[src/rtl/mem_map_pkg.sv]
// Data-memory map shared by DataMemory and store_buffer: window constants,
// the buffered-store entry layout and the window check.
package mem_map_pkg;

  localparam logic [31:0] DMEM_BASE  = 32'h1001_0000;
  localparam logic [31:0] DMEM_LIMIT = 32'h1001_1000;

  typedef struct packed {
    logic        valid;
    logic [29:0] addr;
    logic [31:0] data;
  } sb_entry_t;

  // Window is [base, limit): the limit address itself is outside.
  function automatic logic in_dmem_window(input logic [31:0] addr,
                                          input logic [31:0] base  = DMEM_BASE,
                                          input logic [31:0] limit = DMEM_LIMIT);
    return (addr >= base) && (addr < limit);
  endfunction

endpackage

[src/rtl/store_buffer_match.sv]
// Load-probe compare for store_buffer: DEPTH-way word-address match, youngest
// matching entry (closest to the tail) supplies sel_data_o.
module store_buffer_match
  import mem_map_pkg::*;
#(
  parameter int DEPTH = 4,
  localparam int PW = $clog2(DEPTH)
) (
  input  sb_entry_t         entries_i [DEPTH],
  input  logic [PW-1:0]     rd_ptr_i,
  input  logic              ld_valid_i,
  input  logic [29:0]       ld_word_i,
  output logic              match_o,
  output logic [31:0]       sel_data_o
);

  logic [PW-1:0] idx;

  // Walk oldest to youngest from the head; a later hit overrides an earlier one.
  always_comb begin
    match_o    = 1'b0;
    sel_data_o = '0;
    idx        = '0;
    for (int k = 0; k < DEPTH; k++) begin
      idx = rd_ptr_i + PW'(k);
      if (ld_valid_i && entries_i[idx].valid && (entries_i[idx].addr == ld_word_i)) begin
        match_o    = 1'b1;
        sel_data_o = entries_i[idx].data;
      end
    end
  end

endmodule

[src/rtl/store_buffer.sv]
// Posted-write store buffer in front of DataMemory. Load forwarding is built
// when STORE_BUFFER_FWD_EN is defined; otherwise matching loads are stalled.
module store_buffer
  import mem_map_pkg::*;
#(
  parameter int          DEPTH      = 4,
  parameter logic [31:0] DMEM_BASE  = 32'h1001_0000,
  parameter logic [31:0] DMEM_LIMIT = 32'h1001_1000
) (
  input  logic        clock,
  input  logic        clear,
  input  logic        st_valid,
  input  logic [31:0] st_addr,
  input  logic [31:0] st_data,
  output logic        st_ready,
  input  logic        ld_valid,
  input  logic [31:0] ld_addr,
  output logic        ld_hit,
  output logic [31:0] ld_data,
  output logic        ld_stall,
  input  logic        drain_stall,
  output logic        mem_write,
  output logic [31:0] mem_address,
  output logic [31:0] mem_write_data,
  output logic        empty,
  output logic        bad_store
);

  localparam int PW = $clog2(DEPTH);
  localparam int CW = PW + 1;
  localparam logic [CW-1:0] FULL_COUNT = CW'(DEPTH);

  sb_entry_t     entries_q [DEPTH];
  sb_entry_t     entries_d [DEPTH];
  logic [PW-1:0] wr_ptr_q, wr_ptr_d;
  logic [PW-1:0] rd_ptr_q, rd_ptr_d;
  logic [CW-1:0] count_q, count_d;
  logic          bad_store_q, bad_store_d;

  logic [31:0]   st_word_addr;
  logic          store_take, store_in_win, push, pop;
  logic          fwd_match;
  logic [31:0]   fwd_data;
  logic          unused_addr_bits;

  assign unused_addr_bits = ^{st_addr[1:0], ld_addr[1:0]};

  // Handshake: a store is consumed when st_valid && st_ready at posedge;
  // st_ready depends only on registered count, so a same-cycle pop never frees a slot.
  assign empty        = (count_q == '0);
  assign st_ready     = (count_q != FULL_COUNT);
  assign st_word_addr = {st_addr[31:2], 2'b00};
  assign store_take   = st_valid && st_ready;
  assign store_in_win = in_dmem_window(st_word_addr, DMEM_BASE, DMEM_LIMIT);
  assign push         = store_take && store_in_win;

  assign mem_write      = !empty && !drain_stall;
  assign pop            = mem_write;
  assign mem_address    = {entries_q[rd_ptr_q].addr, 2'b00};
  assign mem_write_data = entries_q[rd_ptr_q].data;
  assign bad_store      = bad_store_q;

  always_comb begin
    entries_d   = entries_q;
    wr_ptr_d    = wr_ptr_q;
    rd_ptr_d    = rd_ptr_q;
    count_d     = count_q;
    bad_store_d = bad_store_q | (store_take && !store_in_win);
    if (pop) begin
      entries_d[rd_ptr_q].valid = 1'b0;
      rd_ptr_d = rd_ptr_q + PW'(1);
    end
    // With 1..DEPTH-1 entries wr_ptr != rd_ptr, so push never lands on the popped slot.
    if (push) begin
      entries_d[wr_ptr_q] = '{valid: 1'b1, addr: st_addr[31:2], data: st_data};
      wr_ptr_d = wr_ptr_q + PW'(1);
    end
    case ({push, pop})
      2'b10:   count_d = count_q + CW'(1);
      2'b01:   count_d = count_q - CW'(1);
      default: count_d = count_q;
    endcase
  end

  always_ff @(posedge clock or posedge clear) begin
    if (clear) begin
      for (int i = 0; i < DEPTH; i++) entries_q[i] <= '0;
      wr_ptr_q    <= '0;
      rd_ptr_q    <= '0;
      count_q     <= '0;
      bad_store_q <= 1'b0;
    end else begin
      entries_q   <= entries_d;
      wr_ptr_q    <= wr_ptr_d;
      rd_ptr_q    <= rd_ptr_d;
      count_q     <= count_d;
      bad_store_q <= bad_store_d;
    end
  end

  store_buffer_match #(.DEPTH(DEPTH)) u_match (
    .entries_i  (entries_q),
    .rd_ptr_i   (rd_ptr_q),
    .ld_valid_i (ld_valid),
    .ld_word_i  (ld_addr[31:2]),
    .match_o    (fwd_match),
    .sel_data_o (fwd_data)
  );

`ifdef STORE_BUFFER_FWD_EN
  assign ld_hit   = fwd_match;
  assign ld_data  = fwd_data;
  assign ld_stall = 1'b0;
`else
  logic unused_fwd_data;
  assign unused_fwd_data = ^fwd_data;
  assign ld_hit   = 1'b0;
  assign ld_data  = '0;
  assign ld_stall = fwd_match;
`endif

endmodule

[config.mk]
export PLATFORM = sky130hd
export DESIGN_NAME = store_buffer
export DESIGN_NICKNAME = d
export VERILOG_FILES = /design/src/rtl/mem_map_pkg.sv /design/src/rtl/store_buffer_match.sv /design/src/rtl/store_buffer.sv
export SDC_FILE = /design/constraint.sdc
export NUM_CORES = 1
export LEC_CHECK = 0
export BUFFER_PORTS_ARGS = -buffer_cell sky130_fd_sc_hd__buf_2
export CAP_MARGIN = 20
export CELL_PAD_IN_SITES_DETAIL_PLACEMENT = 0
export CELL_PAD_IN_SITES_GLOBAL_PLACEMENT = 1
export CORE_MARGIN = 2
export CORE_UTILIZATION = 35
export DETAILED_ROUTE_END_ITERATION = 8
export PLACE_DENSITY = 0.6
export SYNTH_ARGS = -nofsm -noshare
export SYNTH_HDL_FRONTEND = slang
export SYNTH_SLANG_ARGS = --single-unit
[constraint.sdc]
create_clock -name clock -period 9.9 [get_ports clock]
set_clock_uncertainty 0.1 [all_clocks]
set_input_delay 1.98 -clock clock [delete_from_list [all_inputs] [get_ports clock]]
set_output_delay 1.98 -clock clock [all_outputs]
set_load 0.05 [all_outputs]
# Yosys cells after proc, flatten, opt, wreduce, memory -nomap -nowiden
# Index checks and enable logic that the tools add are counted.
op_classes:
  add_sub_neg: 6
  n_lt_le_gt_ge: 9
  n_eq_ne: 7
  mux: 25
  n_bitwise: 6
  n_reduce_logical: 20
op_table:
  columns: ["operator", "n"]
  rows:
  - ["two-way mux 63 bit", 10]
  - ["binary-select mux 63 bit (select 2 bit)", 4]
  - ["bitwise mux 252 bit", 2]
  - ["two-way mux 252 bit", 2]
  - ["demux 63 bit (select 2 bit)", 2]
  - ["== test 30 bit", 4]
  - ["greater-or-equal comparator 32 x 29 -> 1 bit (second input constant)", 1]
  - ["less-than comparator 32 x 29 -> 1 bit (second input constant)", 1]
  - ["greater-or-equal comparator 3 bit (second input constant)", 5]
  - ["logical AND 1 bit", 15]
  - ["inverter 2 -> 3 bit", 5]
  - ["less-than comparator 3 x 1 -> 1 bit (second input constant)", 2]
  - ["case mux 3 bit (2 select lines)", 1]
  - ["adder 2 x 1 -> 2 bit (second input constant)", 2]
  - ["adder 2 bit (second input constant)", 2]
  - ["two-way mux 1 bit", 4]
  - ["adder 3 x 1 -> 3 bit (second input constant)", 1]
  - ["logical NOT 1 bit", 3]
  - ["logical NOT 3 bit", 1]
  - ["!= test 3 bit (second input constant)", 1]
  - ["subtractor 3 x 1 -> 3 bit (second input constant)", 1]
  - ["== test 2 x 1 -> 1 bit (second input constant)", 1]
  - ["== test 2 bit (second input constant)", 1]
  - ["nonzero test 2 bit", 1]
  - ["bitwise OR 1 bit", 1]
word_totals:
  reg_bits: 260
  in_bits: 101
  output_inout_bits: 102
  wordCells: 89

# Depth between registers and ports, before layout
logic_depth:
  depth_word: 10
  mapped_depth: 16
  ltp_nobuf: 11

# Modules after synthesis
# A second synthesis with hierarchy kept.
unflattened:
  cells_unflattened: 1562
  area_unflattened_um2: 20054.2
modules_own_cells:
  columns: ["module", "instances", "cells_per_inst", "area_each_um2", "seq_area_each_um2"]
  rows:
  - ["store_buffer", 1, 707, 11999.0, 6506.2]
  - ["store_buffer_match", 1, 855, 8055.2, 0.0]

# Worst setup path before layout
# No wires, ideal clock.
synth_timing:
  path_type: "in2out"
  start: "input ld_addr[10]"
  end: "output ld_stall"
  arrival_ps: 3784
  required_time_ps: 7820
  slack_ps: 4036
  path_stages: 7
  path_buffers: 1
  path_cell_list: "clkbuf_1 > a2bb2oi_1 > o221ai_1 > or3_1 > a221o_1 > nor4_1 > a221o_1"
synth_between:
  elab_chain_cells: 6
  word_cells_on_any_way: 12
  cone_classes: "eq/ne: 4; mux: 4; reduce/logical: 4"
synth_lines:
  columns: ["item", "line", "rtl"]
  rows:
  - ["from (decl)", "store_buffer.sv:17", "input logic [31:0] ld_addr,"]
  - ["== test 30 bit", "store_buffer_match.sv:26", "if (ld_valid_i && entries_i[idx].valid && (entries_i[idx].addr == ld_word_i)) begin"]
  - ["logical AND 1 bit", "store_buffer_match.sv:26", null]
  - ["two-way mux 1 bit (3 in series)", "store_buffer_match.sv:26", null]
  - ["two-way mux 1 bit (*)", "store_buffer_match.sv:26", null]
  - ["to (decl)", "store_buffer.sv:20", "output logic ld_stall,"]
# Every way passes the cells marked *; elsewhere a longest branch is shown, timed or not.

# Final worst setup path
layout_timing:
  start: "register rd_ptr_q[0]"
  end: "output ld_stall"
layout_between:
  elab_chain_cells: 10
  word_cells_on_any_way: 35
  cone_classes: "add/sub: 3; eq/ne: 4; mux: 16; bitwise: 4; reduce/logical: 8"
layout_lines:
  columns: ["item", "line", "rtl"]
  rows:
  - ["from (decl)", "store_buffer.sv:36", "logic [PW-1:0] rd_ptr_q, rd_ptr_d;"]
  - ["from (signal assigned)", "store_buffer.sv:95", "rd_ptr_q <= rd_ptr_d;"]
  - ["adder 2 x 1 -> 2 bit / inverter 2 -> 3 bit (equally long branches)", "store_buffer_match.sv:25, store_buffer_match.sv:26", null]
  - ["inverter 2 -> 3 bit (implied by the code) / binary-select mux 63 bit (select 2 bit) (equally long branches)", null, null]
  - ["binary-select mux 63 bit (select 2 bit) / two-way mux 63 bit (equally long branches)", null, null]
  - ["two-way mux 63 bit, on equally long branches", null, null]
  - ["two-way mux 63 bit (implied by the code), or another cell as far along", "store_buffer_match.sv:26", null]
  - ["== test 30 bit / logical AND 1 bit (equally long branches)", "store_buffer_match.sv:26", null]
  - ["logical AND 1 bit / two-way mux 1 bit (equally long branches)", "store_buffer_match.sv:26", null]
  - ["two-way mux 1 bit (2 in series)", "store_buffer_match.sv:26", null]
  - ["two-way mux 1 bit (*)", "store_buffer_match.sv:26", null]
# Every way passes the cells marked *; elsewhere a longest branch is shown, timed or not. The select of a mux whose other input is x is not followed.

==> run metrics <==
chip width 215 um; Fillers 4307; vias in the first global route 10700; final setup TNS 0 ns; worst-case clock buffer depth 3; Inserted Clock Buffers 31; hpwl dp 31.1 mm; RSZ-0062 raised after global routing no; P per Cell Area 191 nW/um2; Post-Syn Area per Cell 13.1 um2; Setup violations, final 0; PostCTS Resize Cnt 0; WP buf/inv 3; Min-Delay Path Class reg -> reg; Tcrit/Tclk final 0.810; RePlAce Congestion 0.887; Worst setup SP type flip-flop; number of flops mapped to enable cells by yosys 0; crit-path cells inv_2, ha_4, buf_4, mux4_2, xnor2_1, nand4_1, nor4_2, o2111ai_1, o22ai_1, a221o_1, buf_2; Fmax 125 MHz; Remaining Overflow, GRT 0; CP top delay family buffers and inverters; maxcap violations 0; Die H 215 um; Hold Violations, Final 0; layout cells sized above 1 0.403; via count 10300; kind of critical path reg -> out; Total Power 3.38 mW; Sinks on Clock Net 260; Pleak 8.32 nW; # rows 77; starting density of the core 0.353; mapped cell area 15600 um2; first-pass GRT wire length 68.9 mm; CP Data Arrival Time 5.94 ns; crit end category output pin; area of the die 46200 um2; Worst EP required 7.82 ns; maximum vdd drop 0.000145 V; # DRC 0; slowest CP cell dfrtp_4; Vias/cell 5.36; Clk Latency, worst-skew pair 0.59 ns; CTS root buf clkbuf_16; most common cell after layout, fill and taps aside dfrtp_1; post-synth cell types 54; setup slack after placement 2.50 ns; Detailed Route WL 45.0 mm; status finished clean; IO Count 203; gr usage total 0.195; setup bufs post-CTS 0; Slew Limit Headroom 0.321; synth warn 0; setup ws final 1.88 ns; Worst-path clk slew 0.06 ns; largest net degree at the start of global routing 125; Yosys reg bits 260; initial antenna violation count 6; slowest stage delay, CP 1.00 ns; ys async rst share 1.00; I/O Buffers 163; dpl cell area 16600 um2; initial DRC count 787; Final nets 1417; hold-fix buffers at CTS 0; minimum clock period 8.02 ns; Core ar. 44100 um2; synthesized instance count 1192; WL/cell 23.4 um; area delta synth->final 13.6%; Crit Path Max Fanout 43; Routed Antenna Nets 0; drt first pass iters 5; most frequent cells in the layout 258 x dfrtp_1, 181 x mux2_2, 163 x buf_2; ys flop type dfrtp_1; CTS H-tree depth 1; register area share after synthesis 0.417; Finished Cell Area 17700 um2; worst slew pin tran 0.992 ns; CTS tree done; count of pins over their slew limit 0
## final timing paths
| kind | endpoint | cells past startpoint | slack (ns) | startpoint |
|---|---|---|---|---|
| max | ld_stall | 11 | 1.88 | rd_ptr_q[0]$_DFFE_PP0P_ |
| min | bad_store$_DFF_PP0_ | 1 | 0.37 | bad_store$_DFF_PP0_ |
| max reg2reg | entries_q[216]$_DFFE_PP0P_ | 7 | 6.99 | count_q[0]$_DFFE_PP0P_ |
| min reg2reg | bad_store$_DFF_PP0_ | 1 | 0.37 | bad_store$_DFF_PP0_ |
| max in group asynchronous | rd_ptr_q[0]$_DFFE_PP0P_ | 3 | 6.66 | clear |
| min in group asynchronous | entries_q[76]$_DFFE_PP0P_ | 2 | 1.45 | clear |
## registers in the layout, summed over array words and instances, names as in the netlist
signal / flops
count_q: 3
rd_ptr_q: 2
wr_ptr_q: 2
bad_store: 1
entries_q: 252
## layout make-up
| type | count | area (um2) | share of cell area |
|---|---|---|---|
| Clock buffer | 42 | 877 | 0.0495 |
| Timing Repair Buffer | 175 | 918 | 0.0518 |
| Multi-Input combinational cell | 818 | 8370 | 0.473 |
| Clock inverter | 15 | 196 | 0.0111 |
| Sequential cell | 260 | 6510 | 0.368 |
| Tap cell | 592 | 741 | 0.0418 |
| Antenna cell | 5 | 12.5 | 0.000706 |
| Inverter | 20 | 82.6 | 0.00466 |
## synthesized netlist by cell type, drive strengths merged (3+ instances only)
cell type / n / share of area
a211oi: 6 / 0.0029
a2111oi: 3 / 0.0017
nor4b: 3 / 0.0017
xnor2: 71 / 0.040
buf: 98 / 0.043
a221oi: 7 / 0.0039
a221o: 4 / 0.0026
nand2: 27 / 0.0065
xor2: 22 / 0.012
o221ai: 3 / 0.0017
ha: 9 / 0.0072
o2111ai: 5 / 0.0028
clkbuf: 30 / 0.0072
nand4: 16 / 0.0064
nor4: 13 / 0.0056
a2bb2oi: 3 / 0.0017
o211ai: 6 / 0.0029
a31oi: 4 / 0.0016
dfrtp: 260 / 0.42
or3: 3 / 0.0012
nor2: 20 / 0.0048
inv: 20 / 0.0048
mux2i: 93 / 0.060
a21o: 4 / 0.0019
nor2b: 74 / 0.030
nand3: 10 / 0.0032
mux4: 110 / 0.16
a21oi: 12 / 0.0039
or2: 9 / 0.0036
and2: 6 / 0.0024
nor3: 5 / 0.0019
mux2: 181 / 0.13
o21ai: 23 / 0.0074
o22ai: 12 / 0.0048
a22oi: 7 / 0.0034
## report_power, final
| part | switching [mW] | leakage, nW | internal (mW) |
|---|---|---|---|
| sequential | 0.0924 | 3.61 | 1.08 |
| combinational | 0.582 | 4.19 | 0.426 |
| clock | 0.476 | 0.533 | 0.724 |
## through the flow
step | std cells | util | hold slack [ns]
6_report | 1927 | 0.401 | 0.365
2_1_floorplan | 1226 | - | 0.364
4_1_cts | 1922 | 0.401 | 0.372
3_3_place_gp | 1865 | 0.377 | 0.358
5_1_grt | 1924 | 0.401 | 0.414
3_5_place_dp | 1865 | 0.377 | 0.358
## cell families after synthesis
logic type	Yosys count	synth area share
other	1	0.000241
AND/OR/NAND/NOR	187	0.0675
XOR/XNOR	93	0.0523
adder cells (fa/ha/maj)	10	0.00851
buffers and inverters	148	0.0551
multiplexers	384	0.350
AO/OA/AOI/OAI	109	0.0488
flip-flops	260	0.417
## per-layer routing
metal	wire [um]	GRT usage	part of all wire
met3	2740	0.0432	0.061
met2	21200	0.310	0.47
met1	19800	0.267	0.44
met4	1270	0.0614	0.028
met5	30	0	0.00067
Note: power is estimated with default switching activity, not from simulation.
